### src/rtl/rr_arbiter_fsm.sv
// N-channel round-robin arbiter with bounded grant tenure and idle-free hand-off.
// Optional ARB_LOCK_EN adds a lock input that suppresses forced rotation of the current owner.
module rr_arbiter_fsm #(
    parameter int N        = 4,
    parameter int HOLD_MAX = 8,
    parameter int IW       = $clog2(N)
) (
    input  logic          clock,
    input  logic          reset,
    input  logic [N-1:0]  req,
`ifdef ARB_LOCK_EN
    input  logic          lock,
`endif
    output logic [N-1:0]  gnt,
    output logic          gnt_valid,
    output logic [IW-1:0] gnt_id
);

    typedef enum logic {IDLE, GRANT} state_t;

    localparam logic [7:0] HOLD = 8'(HOLD_MAX);

    state_t          state_q, state_d;
    logic [IW-1:0]   ptr_q, ptr_d;
    logic [IW-1:0]   cur_q, cur_d;
    logic [7:0]      tenure_q, tenure_d;
    logic [N-1:0]    gnt_q, gnt_d;
    logic            gnt_valid_q, gnt_valid_d;
    logic [IW-1:0]   gnt_id_q, gnt_id_d;
    logic [N-1:0]    others;
    logic            grant_new;
    logic            lock_on;

    // First set bit of r scanning p, p+1, ..., wrapping modulo N.
    function automatic logic [IW-1:0] search(input logic [N-1:0] r, input logic [IW-1:0] p);
        logic [IW-1:0] res;
        logic          found;
        int            idx;
        res   = '0;
        found = 1'b0;
        for (int i = 0; i < N; i++) begin
            idx = (int'(p) + i) % N;
            if (!found && r[idx]) begin
                res   = IW'(idx);
                found = 1'b1;
            end
        end
        return res;
    endfunction

    function automatic logic [IW-1:0] next_ptr(input logic [IW-1:0] c);
        return (int'(c) == N - 1) ? '0 : c + 1'b1;
    endfunction

`ifdef ARB_LOCK_EN
    assign lock_on = lock;
`else
    assign lock_on = 1'b0;
`endif

    assign others = req & ~(N'(1) << cur_q);

    always_comb begin
        state_d     = state_q;
        ptr_d       = ptr_q;
        cur_d       = cur_q;
        tenure_d    = tenure_q;
        grant_new   = 1'b0;
        gnt_d       = '0;
        gnt_valid_d = 1'b0;
        gnt_id_d    = '0;
        case (state_q)
            IDLE: begin
                if (|req) begin
                    cur_d     = search(req, ptr_q);
                    grant_new = 1'b1;
                end
            end
            GRANT: begin
                if (!req[cur_q]) begin
                    // Owner released: hand off on the same edge if anyone else waits.
                    if (|req) begin
                        cur_d     = search(req, ptr_q);
                        grant_new = 1'b1;
                    end else begin
                        state_d  = IDLE;
                        tenure_d = '0;
                    end
                end else if (|others && tenure_q == HOLD && !lock_on) begin
                    cur_d     = search(others, ptr_q);
                    grant_new = 1'b1;
                end else if (tenure_q != HOLD) begin
                    tenure_d = tenure_q + 8'd1;
                end
            end
            default: state_d = IDLE;
        endcase
        if (grant_new) begin
            state_d  = GRANT;
            tenure_d = 8'd1;
            ptr_d    = next_ptr(cur_d);
        end
        if (state_d == GRANT) begin
            gnt_d       = N'(1) << cur_d;
            gnt_valid_d = 1'b1;
            gnt_id_d    = cur_d;
        end
    end

    always_ff @(posedge clock or negedge reset) begin
        if (!reset) begin
            state_q     <= IDLE;
            ptr_q       <= '0;
            cur_q       <= '0;
            tenure_q    <= '0;
            gnt_q       <= '0;
            gnt_valid_q <= 1'b0;
            gnt_id_q    <= '0;
        end else begin
            state_q     <= state_d;
            ptr_q       <= ptr_d;
            cur_q       <= cur_d;
            tenure_q    <= tenure_d;
            gnt_q       <= gnt_d;
            gnt_valid_q <= gnt_valid_d;
            gnt_id_q    <= gnt_id_d;
        end
    end

    assign gnt       = gnt_q;
    assign gnt_valid = gnt_valid_q;
    assign gnt_id    = gnt_id_q;

endmodule

### config.mk
export PLATFORM = sky130hd
export DESIGN_NAME = rr_arbiter_fsm
export DESIGN_NICKNAME = d
export VERILOG_FILES = /design/src/rtl/rr_arbiter_fsm.sv
export SDC_FILE = /design/constraint.sdc
export NUM_CORES = 1
export LEC_CHECK = 0
export BUFFER_PORTS_ARGS = -buffer_cell sky130_fd_sc_hd__buf_2
export CORE_MARGIN = 1
export CORE_UTILIZATION = 45
export CTS_BUF_LIST = sky130_fd_sc_hd__clkbuf_8
export CTS_CLUSTER_SIZE = 14
export DETAILED_ROUTE_END_ITERATION = 8
export HOLD_SLACK_MARGIN = 0.05
export PLACE_DENSITY = 0.65
export SYNTH_ARGS = -nofsm -noshare
export SYNTH_HDL_FRONTEND = slang
export SYNTH_SLANG_ARGS = --single-unit
### constraint.sdc
create_clock -name clock -period 2.4 [get_ports clock]
set_clock_uncertainty 0.2 [all_clocks]
set_input_delay 0.24 -clock clock [delete_from_list [all_inputs] [get_ports clock]]
set_output_delay 0.24 -clock clock [all_outputs]
set_load 0.005 [all_outputs]
==> results.yml, run 1 <==
logic_synthesis:
  synth_area_leader_cell: "dfrtp_1"
  syn_inst: 162
  synth_fp_nets: 174
  synthArstFlopShare_pct: 100
  yosys_register_bits: 19
  syn_area_mm2: 0.00151
  synth_top_area_share_pct: 31.5
  yosys-top-cells-area: "dfrtp_1, ha_1, mux2i_1, a21oi_1, buf_4"
  synth_seq_area_share_pct: 31.5
  syn_avg_cell_area_um2: 9.31
  synthDistinctLibCells: 52
  yosysWarnings: 0
  synth-main-ff-cell: "dfrtp_1"
  synth_enable_flop_cells: 0
timing:
  clock.fmax_mhz: 399
  rsz0062_at_grt: "true"
  finalSetupViolations: 4
  fin_ws_ps: -109
  worstMarginPinSlew_ps: 493
  post-route-period-util_pct: 105
  period_needed_ps: 2510
  hold_violations: 0
  slew-limit-headroom_pct: 67.1
  setup_tns_ps: -348
  drv_slew: 0
global_route:
  grt_pass1_vias: 1315
  track_usage_pct: 23.3
  grt_pass1_wl_mm: 6.24
  grt_max_degree: 20
  antenna_found_initial: 0
  overflow: 0
layout:
  final_nets: 214
  final_common_cell: "buf_4"
  final_cell_mix: "buf_4, dfrtp_1, buf_2"
  num_antenna_cells: 0
  area_growth_pct: 28.2
  drive_gt1_share_pct: 36.3
  stdcell_area_mm2: 0.00193
critical_path:
  cp-start-kind: "register"
  critPathArrivalTime_ps: 2460
  required_ps: 2350
  rrSetupSlack_ps: -110
  crit_buf_inv: 1
  crit_slowest_cell: "dfrtp_1"
  crit_type: "register to register"
  crit_fanout: 3
  cp_top_family: "simple AND/OR/NAND/NOR gates"
  cp_cell_sequence: "nor4_4 > nand4b_4 > buf_4 > o31ai_4 > a21oi_2 > or3_4 > ha_1 > nor2b_1"
  crit_path_end_kind: "register"
  cpPeakStageDelay_ps: 430
drt:
  drt-vias-per-instance: 5.70
  firstDrtPassIters: 4
  routed_wl_mm: 3.94
  wl_per_cell_um: 16.1
  antenna_left: 0
  first_iter_violations: 47
  drc: 0
  vias: 1397
clock_tree:
  cts_buffers: 3
  cts-root-buf: "clkbuf_8"
  htree_levels: 1
  cts_sinks: 19
  clk_path_buf_depth: 2
  insertion_delay_ps: 250
  path_clk_slew_ps: 70
  tritoncts: "done"
floorplanning:
  die_x_um: 59.9
  die_y_um: 59.9
  ioPinCount: 13
  num_rows: 20
  die_area_mm2: 0.00359
  core_mm2: 0.00313
  start_util_pct: 48.2
flow_run:
  drv_cap: 0
pwr:
  irDropWorstVdd_mv: 0.567
  p_per_area_mw_per_mm2: 1070
  p_leak_uw: 0.000918
  total_power_uw: 2080
min_path:
  hold_class: "input port to register"
placed_design:
  gp_congestion: 0.979
  io_buffers: 12
  dp_hpwl_mm: 2.91
  place_area_mm2: 0.00179
run_status:
  status: "finished with violations"
  violations: "setup timing"
-- tightest hold or removal path, stage by stage --
cell    delay [ps]
buf_2          170
nor4_2          70
inv_1          130
-- cell usage after synthesis, drive strengths merged, types with 3 or more instances --
master and instances:
o2bb2ai 3, nand2b 4, dfrtp 19, nor3 4, nor2 10, nand3 6
xor2 3, a21oi 9, o211ai 3, and2 4, nand2 7, o21ai 6
mux2i 5, nor4b 5, inv 8, buf 10, ha 6, nor2b 6
a21o 3, nor4 4, and3 3
-- cell families (layout without fill, tap and decap cells) --
kind of cell               count (synthesis)  count (layout)  share of synthesized area (%)
buffers and inverters                     20              59                           6.64
adders and majority gates                  6               6                           4.98
DFF                                       19              19                           31.5
and+or+nand+nor                           61              61                           25.7
muxes                                      7               7                           4.81
AOI/OAI and AO/OA                         46              46                           24.6
xor gates and xnor gates                   3               3                           1.74
-- per-layer routing --
metal	up-vias	GRT usage [%]	share of wire, %
li1	678	-	-
met1	666	30.3	44
met2	49	39.5	49
met3	4	5.19	6.0
met4	0	4.65	1.3
met5	-	0	0
-- final cells by class --
cell class | instances | area, um^2
timing repair buffer | 47 | 329
sequential | 19 | 478
multi-input combinational | 123 | 995
inverter | 8 | 30.0
fill | 279 | 1190
clock buffer | 3 | 41.3
clock inverter | 1 | 5.00
tap | 44 | 55.1
-- state kept, by name (all words and copies together) (netlist names) --
signal     count
gnt            4
gnt_valid      1
gnt_id         2
ptr_q          2
tenure_q       8
cur_q          2
-- where the power goes --
part / leakage (uW) / switching (uW) / total [uW] / internal (uW)
sequential: 0.000235 / 113 / 541 / 428
combinational: 0.000657 / 654 / 1320 / 664
clock: 0.0000255 / 104 / 219 / 115
-- through the flow --
step / util, % / instances / hold slack [ps] / worst slack, ps
2_1_floorplan: - / 162 / -256 / 47.2
3_3_place_gp: 57.1 / 237 / -11.3 / -58.2
3_5_place_dp: 57.1 / 237 / -3.39 / -128
4_1_cts: 60.0 / 242 / 206 / -33.2
5_1_grt: 61.8 / 245 / 247 / -216
6_report: 61.8 / 245 / 211 / -109
-- path summary, 6_finish.rpt --
kind / start / end / depth (start not counted)
max: tenure_q[7] / gnt[1] / 8
min: req[3] / gnt_valid / 3
max reg2reg: tenure_q[7] / gnt[1] / 8
min reg2reg: tenure_q[0] / tenure_q[0] / 2
max in group asynchronous: reset / cur_q[0] / 2
min in group asynchronous: reset / gnt[2] / 2
-- repair_timing --
item	in CTS	in global routing
setup endpoints to repair	5	6
hold endpoints to repair	19	0
hold buffers	1	0
resized for setup	8	7
setup buffers	0	3
pin swaps	0	8
(Power assumes the default switching activity.)
==> inputs of run 2 (changes only) <==
--- a/config.mk
+++ b/config.mk
@@ -12,7 +12,8 @@
 export CTS_CLUSTER_SIZE = 14
 export DETAILED_ROUTE_END_ITERATION = 8
 export HOLD_SLACK_MARGIN = 0.05
-export PLACE_DENSITY = 0.65
+export RECOVER_POWER = 25
 export SYNTH_ARGS = -nofsm -noshare
 export SYNTH_HDL_FRONTEND = slang
 export SYNTH_SLANG_ARGS = --single-unit
+export TNS_END_PERCENT = 10
==> constraint.sdc (replaced) <==
create_clock -name clock -period 2.9 [get_ports clock]
set_clock_uncertainty 0.2 [all_clocks]
set_input_delay 0.29 -clock clock [delete_from_list [all_inputs] [get_ports clock]]
set_output_delay 0.29 -clock clock [all_outputs]
set_load 0.005 [all_outputs]
==> results.yml, run 2 (synthesis gave the netlist of run 1 again) <==
timing:
  post-route-period-util_pct: 90.9
  slew-limit-headroom_pct: 29.0
  rsz0062_at_grt: "false"
  setup_tns_ps: 0
  clock.fmax_mhz: 379
  hold_violations: 0
  worstMarginPinSlew_ps: 1060
  drv_slew: 0
  finalSetupViolations: 0
  period_needed_ps: 2640
  holdWs_ps: 353
drt:
  vias: 1300
  wl_met3_um: 185
  wl_met2_mm: 1.68
  routed_wl_mm: 3.44
  drc: 0
  drt-met1-wl_mm: 1.54
  firstDrtPassIters: 4
  drt-vias-per-instance: 6.10
  wl_per_cell_um: 16.1
  first_iter_violations: 77
  antenna_left: 0
  maxUsedRoutingLayer: "met4"
placed_design:
  dp_hpwl_mm: 2.46
  gp_congestion: 0.902
  io_buffers: 12
floorplanning:
  num_rows: 20
  ioPinCount: 13
  core_mm2: 0.00313
  start_util_pct: 48.2
  die_x_um: 59.9
  die_area_mm2: 0.00359
  die_y_um: 59.9
critical_path:
  required_ps: 2830
  r2r_cells: 8
  crit_path_end_kind: "register"
  cp-start-kind: "register"
  startpoint: "cur_q[0]"
  rrSetupSlack_ps: 260
  crit_fanout: 18
  crit_type: "register to register"
  critPathArrivalTime_ps: 2570
  r2r_end: "ptr_q[1]"
  r2r_start: "cur_q[0]"
pwr:
  irDropWorstVdd_mv: 0.499
  p_leak_uw: 0.000741
  p_per_area_mw_per_mm2: 859
layout:
  final_common_cell: "dfrtp_1"
  largest_register_ffs: 8
  num_antenna_cells: 0
  final_nets: 182
  drive_gt1_share_pct: 18.3
  area_growth_pct: 7.80
  final_cell_mix: "dfrtp_1, buf_2, nor2_1"
  top_register: "tenure_q"
global_route:
  grt_pass1_wl_mm: 5.91
  grt_max_degree: 22
  grt_pass1_vias: 1312
  track_usage_pct: 21.9
  overflow: 0
  antenna_found_initial: 0
clock_tree:
  cts-root-buf: "clkbuf_8"
  tritoncts: "done"
  htree_levels: 1
  clk_path_buf_depth: 2
  path_clk_slew_ps: 70
  cts_buffers: 3
  cts_sinks: 19
  insertion_delay_ps: 250
min_path:
  hold_path_depth: 3
  worstHoldStart: "req[3]"
  worstHoldEndpoint: "gnt_valid"
  hold_class: "input port to register"
run_status:
  status: "completed"
flow_run:
  drv_cap: 0
run 2: cell types whose count changed in the layout (fill, tap and decap cells not counted), sizes merged:
| cell | delta |
|---|---|
| buf | -33 |
| clkbuf | +1 |
run 2: per-layer routing:
metal | GRT usage (%) | up-vias
li1 | - | 617
met1 | 26.2 | 623
met2 | 39.4 | 54
met3 | 4.98 | 6
met4 | 5.32 | 0
met5 | 0 | -
run 2: worst max-delay path, cell delays in order (launching register included):
cell and delay, ps:
dfrtp_2 550, mux2_2 420, o2bb2ai_4 180, nor4b_2 210, o211a_1 140, nor3_1 360
ha_1 310, nand3_1 60, o21ai_0 80
run 2: where the power goes:
part	internal (uW)	switching, uW	leakage [uW]
clock network	95.5	85.8	0.0000255
registers	353	150	0.000235
logic	326	385	0.000480
run 2: worst max path at each step:
stage,to,slack (ps)
after global routing,ptr_q[1],100
after CTS,ptr_q[1],100
final,ptr_q[1],260
after floorplan,ptr_q[1],550
after global placement,ptr_q[1],250
after detailed placement,ptr_q[1],140
run 2: layout make-up:
type	instances	area [um^2]
clock buffer	3	41.3
tap	44	55.1
timing repair buffer	15	83.8
inverter	8	30.0
fill	305	1500
multi-input combinational	123	932
sequential	19	478
clock inverter	1	5.00
run 2: stage by stage:
step | utilization (%) | total power (uW) | cells | area [um^2] | setup WS (ps)
6_report | 52.0 | 1400 | 213 | 1630 | 264
3_5_place_dp | 50.1 | 1210 | 208 | 1570 | 137
2_1_floorplan | - | 1050 | 162 | 1510 | 547
5_1_grt | 52.0 | 1520 | 213 | 1630 | 99.8
3_3_place_gp | 50.1 | 1190 | 208 | 1570 | 250
4_1_cts | 51.9 | 1400 | 213 | 1620 | 103
run 2: timing repair:
action	CTS	global route
endpoints found under the setup margin	0	1
hold endpoints to repair	19	0
hold buffers	1	0
buffers inserted	0	0
resized for setup	0	2
